$ cat src/rtl/divider_seq_pkg.sv
// Shared definitions for the sequential divider: step count, counter sizing,
// the signed minimum constant and the latched per-division flags.
package divider_seq_pkg;

    // Sign/mode information captured alongside the operands at S = 0.
    typedef struct packed {
        logic u;   // unsigned mode
        logic sx;  // dividend negative (signed mode only)
        logic sy;  // divisor negative (signed mode only)
        logic dz;  // divide by zero
        logic ov;  // MIN / -1 in signed mode
    } div_flags_t;

    // Number of iteration cycles per division.
    function automatic int n_steps(input int width, input int steps);
        return width / steps;
    endfunction

    // Counter has to reach N+1, so it needs states 0..N+1.
    function automatic int cnt_width(input int width, input int steps);
        return $clog2(width / steps + 2);
    endfunction

    // Most negative two's complement value of the given width (zero-extended).
    function automatic logic [63:0] signed_min(input int width);
        return 64'd1 << (width - 1);
    endfunction

endpackage

$ cat src/rtl/divider_seq_div_step.sv
// One restoring division step: shift in one dividend bit, try the subtract,
// keep the difference only when it did not borrow.
module div_step
    import divider_seq_pkg::*;
#(
    parameter int WIDTH = 32
) (
    input  logic [WIDTH-1:0] rem_i,
    input  logic             bit_i,
    input  logic [WIDTH-1:0] div_i,
    output logic [WIDTH-1:0] rem_o,
    output logic             qbit_o
);

    logic [WIDTH:0] r1;
    logic [WIDTH:0] d;

    // Trial subtraction one bit wider than the operands; the top bit is the borrow.
    always_comb begin
        r1     = {rem_i, bit_i};
        d      = r1 - {1'b0, div_i};
        qbit_o = ~d[WIDTH];
        rem_o  = d[WIDTH] ? r1[WIDTH-1:0] : d[WIDTH-1:0];
    end

endmodule

$ cat src/rtl/divider_seq.sv
// Multi-cycle integer divider with run/stall handshake. Unsigned or signed
// floored division, STEPS quotient bits per cycle, divide-by-zero and
// overflow flags. Results are valid in the single cycle where S = N+1.
module divider_seq
    import divider_seq_pkg::*;
#(
    parameter int WIDTH = 32,
    parameter int STEPS = 1
) (
    input  logic             clk,
    input  logic             rst,
    input  logic             run,
    input  logic             u,
    input  logic [WIDTH-1:0] x,
    input  logic [WIDTH-1:0] y,
    output logic             stall,
    output logic [WIDTH-1:0] quot,
    output logic [WIDTH-1:0] rem,
    output logic             dz,
    output logic             ov
);

    localparam int               N      = n_steps(WIDTH, STEPS);
    localparam int               CW     = cnt_width(WIDTH, STEPS);
    localparam logic [CW-1:0]    S_LAST = CW'(N + 1);
    localparam logic [WIDTH-1:0] MIN    = WIDTH'(signed_min(WIDTH));

    logic [CW-1:0]    s_q, s_d;
    logic [WIDTH-1:0] q_q, q_d;     // dividend bits shifting out, quotient bits shifting in
    logic [WIDTH-1:0] r_q, r_d;     // partial remainder
    logic [WIDTH-1:0] ym_q, ym_d;   // divisor magnitude
    div_flags_t       fl_q, fl_d;

    logic [WIDTH-1:0] xm, ymag;
    logic [WIDTH-1:0] r_nx, q_nx;

    // Operand magnitudes; |MIN| comes out as 2^(WIDTH-1) read unsigned.
    always_comb begin
        xm   = x;
        ymag = y;
        if (!u) begin
            if (x[WIDTH-1]) xm   = -x;
            if (y[WIDTH-1]) ymag = -y;
        end
    end

    // STEPS restoring steps chained within one cycle.
    for (genvar i = 0; i < STEPS; i++) begin : g_step
        logic [WIDTH-1:0] r_in, q_in, r_out, q_out;
        logic             qbit;
        if (i == 0) begin : g_first
            assign r_in = r_q;
            assign q_in = q_q;
        end else begin : g_next
            assign r_in = g_step[i-1].r_out;
            assign q_in = g_step[i-1].q_out;
        end
        div_step #(.WIDTH(WIDTH)) u_step (
            .rem_i  (r_in),
            .bit_i  (q_in[WIDTH-1]),
            .div_i  (ym_q),
            .rem_o  (r_out),
            .qbit_o (qbit)
        );
        assign q_out = {q_in[WIDTH-2:0], qbit};
    end
    assign r_nx = g_step[STEPS-1].r_out;
    assign q_nx = g_step[STEPS-1].q_out;

    // Step counter: counts while run is high, wraps after N+1, clears when run drops.
    always_comb begin
        s_d = '0;
        if (run && s_q != S_LAST) s_d = s_q + CW'(1);
    end

    // Datapath next state: latch operands at S = 0, iterate during S = 1..N, else hold.
    always_comb begin
        q_d  = q_q;
        r_d  = r_q;
        ym_d = ym_q;
        fl_d = fl_q;
        if (run && s_q == '0) begin
            q_d     = xm;
            r_d     = '0;
            ym_d    = ymag;
            fl_d.u  = u;
            fl_d.sx = ~u & x[WIDTH-1];
            fl_d.sy = ~u & y[WIDTH-1];
            fl_d.dz = (y == '0);
            fl_d.ov = ~u & (x == MIN) & (y == '1);
        end else if (run && s_q != S_LAST) begin
            q_d = q_nx;
            r_d = r_nx;
        end
    end

    // State registers, cleared asynchronously.
    always_ff @(posedge clk or negedge rst) begin
        if (!rst) begin
            s_q  <= '0;
            q_q  <= '0;
            r_q  <= '0;
            ym_q <= '0;
            fl_q <= '0;
        end else begin
            s_q  <= s_d;
            q_q  <= q_d;
            r_q  <= r_d;
            ym_q <= ym_d;
            fl_q <= fl_d;
        end
    end

    assign stall = run & (s_q != S_LAST);

    // Result fix-up. Divide-by-zero leaves all ones in q and |x| in r, so
    // restoring the dividend sign gives rem = x; floored signed division
    // adjusts quotient and remainder when the operand signs differ.
    always_comb begin
        quot = q_q;
        rem  = r_q;
        dz   = 1'b0;
        ov   = 1'b0;
        if (fl_q.u || fl_q.dz) begin
            if (fl_q.sx) rem = -r_q;
        end else if (fl_q.sx == fl_q.sy) begin
            if (fl_q.sy) rem = -r_q;
        end else if (r_q == '0) begin
            quot = -q_q;
        end else begin
            quot = ~q_q;  // -(q0 + 1)
            rem  = fl_q.sy ? (r_q - ym_q) : (ym_q - r_q);
        end
        if (s_q == S_LAST) begin
            dz = fl_q.dz;
            ov = fl_q.ov;
        end
    end

endmodule

$ cat config.mk
export PLATFORM = sky130hd
export DESIGN_NAME = divider_seq
export DESIGN_NICKNAME = d
export VERILOG_FILES = /design/src/rtl/divider_seq_pkg.sv /design/src/rtl/divider_seq_div_step.sv /design/src/rtl/divider_seq.sv
export SDC_FILE = /design/constraint.sdc
export NUM_CORES = 1
export LEC_CHECK = 0
export ABC_CLOCK_PERIOD_IN_PS = 12300
export CORE_ASPECT_RATIO = 1.1
export CORE_MARGIN = 3
export CORE_UTILIZATION = 25
export CTS_BUF_LIST = sky130_fd_sc_hd__clkbuf_16
export DETAILED_ROUTE_END_ITERATION = 8
export PLACE_DENSITY = 0.43
export SETUP_SLACK_MARGIN = 0.4
export SLEW_MARGIN = 20
export SYNTH_ARGS = -nofsm -noshare
export SYNTH_HDL_FRONTEND = slang
export SYNTH_SLANG_ARGS = --single-unit
export TNS_END_PERCENT = 10
$ cat constraint.sdc
create_clock -name clk -period 12.3 [get_ports clk]
set_clock_uncertainty 0.05 [all_clocks]
set_input_delay 3.69 -clock clk [delete_from_list [all_inputs] [get_ports clk]]
set_output_delay 3.69 -clock clk [all_outputs]
set_load 0.02 [all_outputs]
* After elaboration in Yosys (flattened, before gate mapping) *
Cells that the tools add are included.
W data, S select, Z words.

storage, ports and cells
  bits in registers = 107
  bits of input ports = 68
  output and inout port bits = 67
  word-level logic and storage cells = 58

cells by class
  add/subtract/negate cells = 8
  equality and inequality tests = 5
  muxes and demuxes = 21
  bitwise logic cells = 8
  reductions and logical operators = 7

operators with widths
  kind                    count
  $mux W32                18
  $neg A32 Y32            4
  $eq A32 B32 Y1 const B  2
  $logic_not A32 Y1       2
  $sub A32 B32 Y32        2
  $sub A33 B32 Y33        1
  $not A32 Y32            1
  $add A6 B1 Y6 const B   1
  $eq A6 B6 Y1 const B    1
  $logic_not A6 Y1        1
  $mux W6                 1
  $ne A6 B6 Y1 const B    1
  $and A1 B1 Y1           5
  $logic_and A1 B1 Y1     2
  $mux W1                 2
  $not A1 Y1              2
  $reduce_bool A2 Y1      1
  $eq A1 B1 Y1            1
  $logic_or A1 B1 Y1      1

* Depth between registers and ports, before layout *
Gate-level depths: netlist of run 1.

  depth in word-level cells = 5
  gate-level depth with buffers = 13
  depth with buffers taken out = 12

* Hierarchy *
Synthesis of run 1 repeated with hierarchy kept, for this count alone.

second synthesis, totals
  cell total of the unflattened synthesis = 1,734
  area total of the unflattened synthesis = 12,849.8 µm²

modules (own cells, without submodules)
  module       times used  cells an instance  area an instance (µm²)
  divider_seq  1           1,423              10,593.9
  div_step     1           311                2,255.9

* Worst setup path after synthesis of run 1 *
OpenSTA, ideal clock, no wires.

  kind = input -> output
  from = input port run
  to = output port stall
  data arrival time = 4.490 ns
  slack = 4.070 ns
  cell stages on the path = 4
  path through = nand2b_1 -> inv_1 -> clkbuf_1 -> buf_1

between the ends
  longest elaborated chain between the ends = 1

RTL lines
  what             RTL line            RTL
  start, declared  divider_seq.sv:12   input logic run,
  $and A1 B1 Y1    divider_seq.sv:114  assign stall = run & (s_q != S_LAST);
  end, declared    divider_seq.sv:16   output logic stall,

Every way passes these cells.

* Worst setup path in the final report of run 1 *
Same ends and word-level chain as after synthesis.

==> results.cfg, run 1 <==
[clock_tree]
clockBufferDepth = 2
h-tree-depth = 3
cts-root-buf = clkbuf_16
cts_setup_buffers = 0
cts_buffers = 9
post_cts_resized = 0
path_clk_slew_ps = 70
cts_tree = yes
cts.sinks = 107
insertion_delay_ps = 370
hold_buffers = 0

[die]
coreArea_sq_um = 49600
dieArea_sq_um = 53500
io_pins = 135
start_util = 0.256
die_width_um = 221
die_h_um = 242
rows = 85

[synthesis]
synth_enable_flop_cells = 0
synth_area_per_cell_sq_um = 7.50
synth-main-ff-cell = dfrtp_1
synthesis.nets = 1866
syn_inst = 1691
ys_ff_latch = 107
synth_top_cell_by_area = dfrtp_1
yosys.area.top_type_share = 0.211
yosysUniqueCellTypes = 82
ys_warn_count = 0
ys_seq_area_frac = 0.211
syn-cell-area_sq_um = 12700
synth-async-reset-ratio = 1.00
synthTopCellsByArea = dfrtp_1 (21%), ha_1 (10%), o21ai_0 (6.9%)

[final_layout]
final_common_cell = o21ai_0
fin_util = 0.303
area_growth_pct = 18.3
finalNetCount = 1941
drive_gt1_frac = 0.0373
fin_area_sq_um = 15000
final_cell_mix = o21ai_0 (175), a21oi_1 (152), nand2_1 (144)

[worst_setup_path]
critPathSlowestCell = clkdlybuf4s50_1
crit_family = buffers and inverters
crit_top_cell = clkdlybuf4s50_1
setup.worst_path.end_class = output port
rrSetupSlack_ps = 8230
crit_arrival_ps = 5270
r2r-end = g_step[0].r_in[11]
crit_fanout = 4
timing.rr.start = g_step[0].r_in[0]
worstPathBufferInverterCount = 3
startpoint_type = input port
cp.required_ps = 8560
worst_r2r_path_depth = 12
slowest_delay_ps = 690
cp.depth = 4
crit_type = input port to output port
path_cells = clkdlybuf4s50_1, nand2b_2, inv_1, clkdlybuf4s50_1

[power]
ir_drop_uv = 159
power_uw = 4150
power.leakage_uw = 0.00620
power_per_cell_area_nw_per_um2 = 277

[detailed_routing]
drtIter0Drc = 839
ant_nets = 0
wirelength_mm = 50.9
routedWlPerCell_um = 21.0
avgViaCountPerCell = 5.37
drc = 0
drt_pass1_iterations = 5
vias = 12999

[min_path]
min_from = fl_q[0]
min_path_cells = 2
hold_path.class = register to register
hold_end = fl_q[0]

[status]
status = completed

[timing]
hold-worst-slack_ps = 427
min_period_ps = 9010
tns_ps = 0
worst_pin_slew_ps = 1100
rsz0062_at_grt = false
finalSetupViolCount = 0
timing.fmax_mhz = 111
finalHoldViolCount = 0
period_share = 0.732
slew_headroom = 0.258
slew_viol_final = 0

[grt]
grt.overflow.total = 0
grt_usage = 0.188
first_global_vias = 12842
grt_start_max_net_pins = 76
antenna_found_initial = 1
grt_pass1_wl_mm = 78.3

[placed_design]
io_buffers = 134
dpl.hpwl_mm = 40.6
post_dp_cell_area_sq_um = 14700
gp_congestion = 0.869

[run]
max-cap-violations = 0
worst max-delay path by stage:
stage | slack (ps) | to | startpoint
2_1_floorplan | 4070 | stall | run
3_3_place_gp | 3250 | stall | run
3_5_place_dp | 3230 | stall | run
4_1_cts | 3230 | stall | run
5_1_grt | 3220 | stall | run
6_report | 3290 | stall | run
layer usage:
metal / wire length (um) / part of all wire / vias up / GRT usage
met5: 0 / 0 / - / 0
met4: 1140 / 0.022 / 0 / 0.0518
met3: 2610 / 0.051 / 57 / 0.0211
met2: 22800 / 0.45 / 417 / 0.295
met1: 24300 / 0.48 / 6227 / 0.272
li1: - / - / 6298 / -
power by group:
| part | internal [uW] | total, uW | switching (uW) |
|---|---|---|---|
| logic | 1290 | 3200 | 1910 |
| registers | 455 | 660 | 205 |
| clock network | 154 | 295 | 142 |
worst reg2reg max path: stages, from the launching register on:
cell	delay, ps
dfrtp_1	520
inv_1	200
fa_1	490
nor2b_1	180
o2111ai_1	150
a21oi_1	430
a211o_1	270
a211oi_1	160
nor2_1	370
xnor2_4	150
buf_4	540
mux2i_1	330
o22ai_1	90
cells by family after synthesis:
logic type | share of synthesized area
AO/OA/AOI/OAI | 0.289
AND/OR/NAND/NOR | 0.200
buffers and inverters | 0.0581
XOR/XNOR | 0.115
multiplexers | 0.0198
flip-flops | 0.211
adder cells (fa/ha/maj) | 0.107
per-stage QoR:
step           instances  setup WS (ps)
6_report            2421           3290
5_1_grt             2420           3220
4_1_cts             2420           3230
3_5_place_dp        2407           3230
3_3_place_gp        2404           3250
2_1_floorplan       1691           4070
flip-flops by register name, indices dropped and copies added, names as in the netlist:
signal       flops
s_q              6
ym_q            32
fl_q             5
g_step.q_in     32
g_step.r_in     32
synthesized netlist by cell type (all sizes together), types with 33 or more instances:
| cell | number |
|---|---|
| nand3 | 33 |
| ha | 104 |
| xnor2 | 93 |
| clkbuf | 81 |
| inv | 96 |
| o21ai | 178 |
| o22ai | 35 |
| a21oi | 152 |
| a22oi | 38 |
| nor3 | 52 |
| a21o | 43 |
| nor2 | 112 |
| xor2 | 73 |
| dfrtp | 107 |
| nand2 | 144 |
layout make-up:
class / instances / area [sq um]
Sequential cell: 107 / 2680
Fill cell: 5492 / 34600
Clock buffer: 9 / 225
Antenna cell: 1 / 2.50
Tap cell: 652 / 816
Timing Repair Buffer: 160 / 1580
Clock inverter: 4 / 45.0
Multi-Input combinational cell: 1392 / 9300
Inverter: 96 / 360
Note: power is estimated with default switching activity, not from simulation.
==> inputs of run 2 (changes only) <==
Settings changed: ABC_CLOCK_PERIOD_IN_PS 12300 to 8650.
Clock period 12.3 ns to 8.65 ns, I/O delays scaled along.
==> results.cfg, run 2 (same netlist as run 1, synthesis figures left out) <==
[status]
status = completed

[grt]
grt_usage = 0.188
antenna_found_initial = 1
busiest_layer = met2
grt_use_met2 = 0.294
grt_pass1_wl_mm = 77.9
use_met3 = 0.0291
first_global_vias = 12870
grt.overflow.total = 0
grtUsageMet1 = 0.266
grt_start_max_net_pins = 67

[final_layout]
antenna_cells = 0
final_common_cell = o21ai_0
final_cell_mix = o21ai_0 (175), a21oi_1 (152), nand2_1 (143)
finalNetCount = 1939
fin_util = 0.302
drive_gt1_frac = 0.0390
stdcell_count = 2421
area_growth_pct = 18.0

[clock_tree]
cts_buffers = 9
h-tree-depth = 3
cts-root-buf = clkbuf_16
post_cts_resized = 0
clockBufferDepth = 2
insertion_delay_ps = 390
cts_setup_buffers = 0
cts_tree = yes
cts.sinks = 107
path_clk_slew_ps = 80
hold_buffers = 0

[die]
rows = 85
io_pins = 135
die_h_um = 242
start_util = 0.256
die_width_um = 221
coreArea_sq_um = 49600
dieArea_sq_um = 53500

[worst_setup_path]
crit_path_start = g_step[0].r_in[1]
setup.worst_path.end_class = output port
cp.required_ps = 6010
crit_top_cell = o31ai_1
timing.rr.start = g_step[0].r_in[0]
startpoint_type = register
crit_type = register to output port
critPathSlowestCell = o31ai_1
crit_fanout = 8
path_cells = inv_1, ha_1, nor2b_1, o21ai_0, and3_1, o31ai_1, a21boi_0, o31ai_1, a31oi_1, xor2_1, o21ai_1, clkdlybuf4s50_1
slowest_delay_ps = 680
crit_arrival_ps = 4770

[run]
max-cap-violations = 0

[detailed_routing]
drt_pass1_iterations = 6
vias = 13020
avgViaCountPerCell = 5.38
drc = 0
drtIter0Drc = 1010
wirelength_mm = 51.1
routedWlPerCell_um = 21.1
ant_nets = 0

[timing]
timing.fmax_mhz = 135
min_period_ps = 7410
worst_pin_slew_ps = 1060
finalHoldViolCount = 0
rsz0062_at_grt = false
slew_viol_final = 0
tns_ps = 0
period_share = 0.857
finalSetupViolCount = 0
slew_headroom = 0.290

[min_path]
hold_path.class = register to register
min_from = fl_q[0]

[power]
ir_drop_uv = 182
power_per_cell_area_nw_per_um2 = 394
power.leakage_uw = 0.00618

[placed_design]
placed_cells = 2405
dpl.hpwl_mm = 40.5
io_buffers = 134
gp_congestion = 0.889
run 2: path summary, 6_finish.rpt:
path	slack [ps]	to	depth (start not counted)
worst max-delay path	1240	rem[27]	12
worst min-delay path	450	fl_q[0]	2
worst max register to register	4530	g_step[0].r_in[5]	12
worst min register to register	450	fl_q[0]	2
max in group asynchronous	5070	g_step[0].r_in[16]	2
min in group asynchronous	2220	ym_q[1]	1
run 2: critical path: cells and delay by family, from the launching register on:
kind                     cells  cell delay [ps]
flip-flops                   1              530
XOR/XNOR                     1              210
adder cells (fa/ha/maj)      1              310
AND/OR/NAND/NOR              2              400
buffers and inverters        2              800
AO/OA/AOI/OAI                6             2140
run 2: metal layers:
metal  vias up  wire [um]
met5         -          0
met4         0       1200
met3        51       3210
met2       425      22800
met1      6228      23900
li1       6316          -
run 2: layout make-up:
| class | count | area (sq um) |
|---|---|---|
| clock buffer | 9 | 225 |
| clock inverter | 7 | 60.1 |
| fill | 5449 | 34600 |
| inverter | 96 | 360 |
| multi-input combinational | 1392 | 9300 |
| sequential | 107 | 2680 |
| tap | 652 | 816 |
| timing repair buffer | 158 | 1530 |
run 2: through the flow:
step	hold WS [ps]	total power (uW)	worst slack, ps	instance area, sq um
6_report	451	5900	1240	15000
5_1_grt	480	6370	1010	15000
4_1_cts	459	5900	1210	15000
3_5_place_dp	438	5440	1660	14700
3_3_place_gp	408	5450	1700	14700
2_1_floorplan	390	3920	2610	12700
run 2: power breakdown:
group | internal, uW | switching [uW]
registers | 646 | 296
clock network | 200 | 226
logic | 1830 | 2700
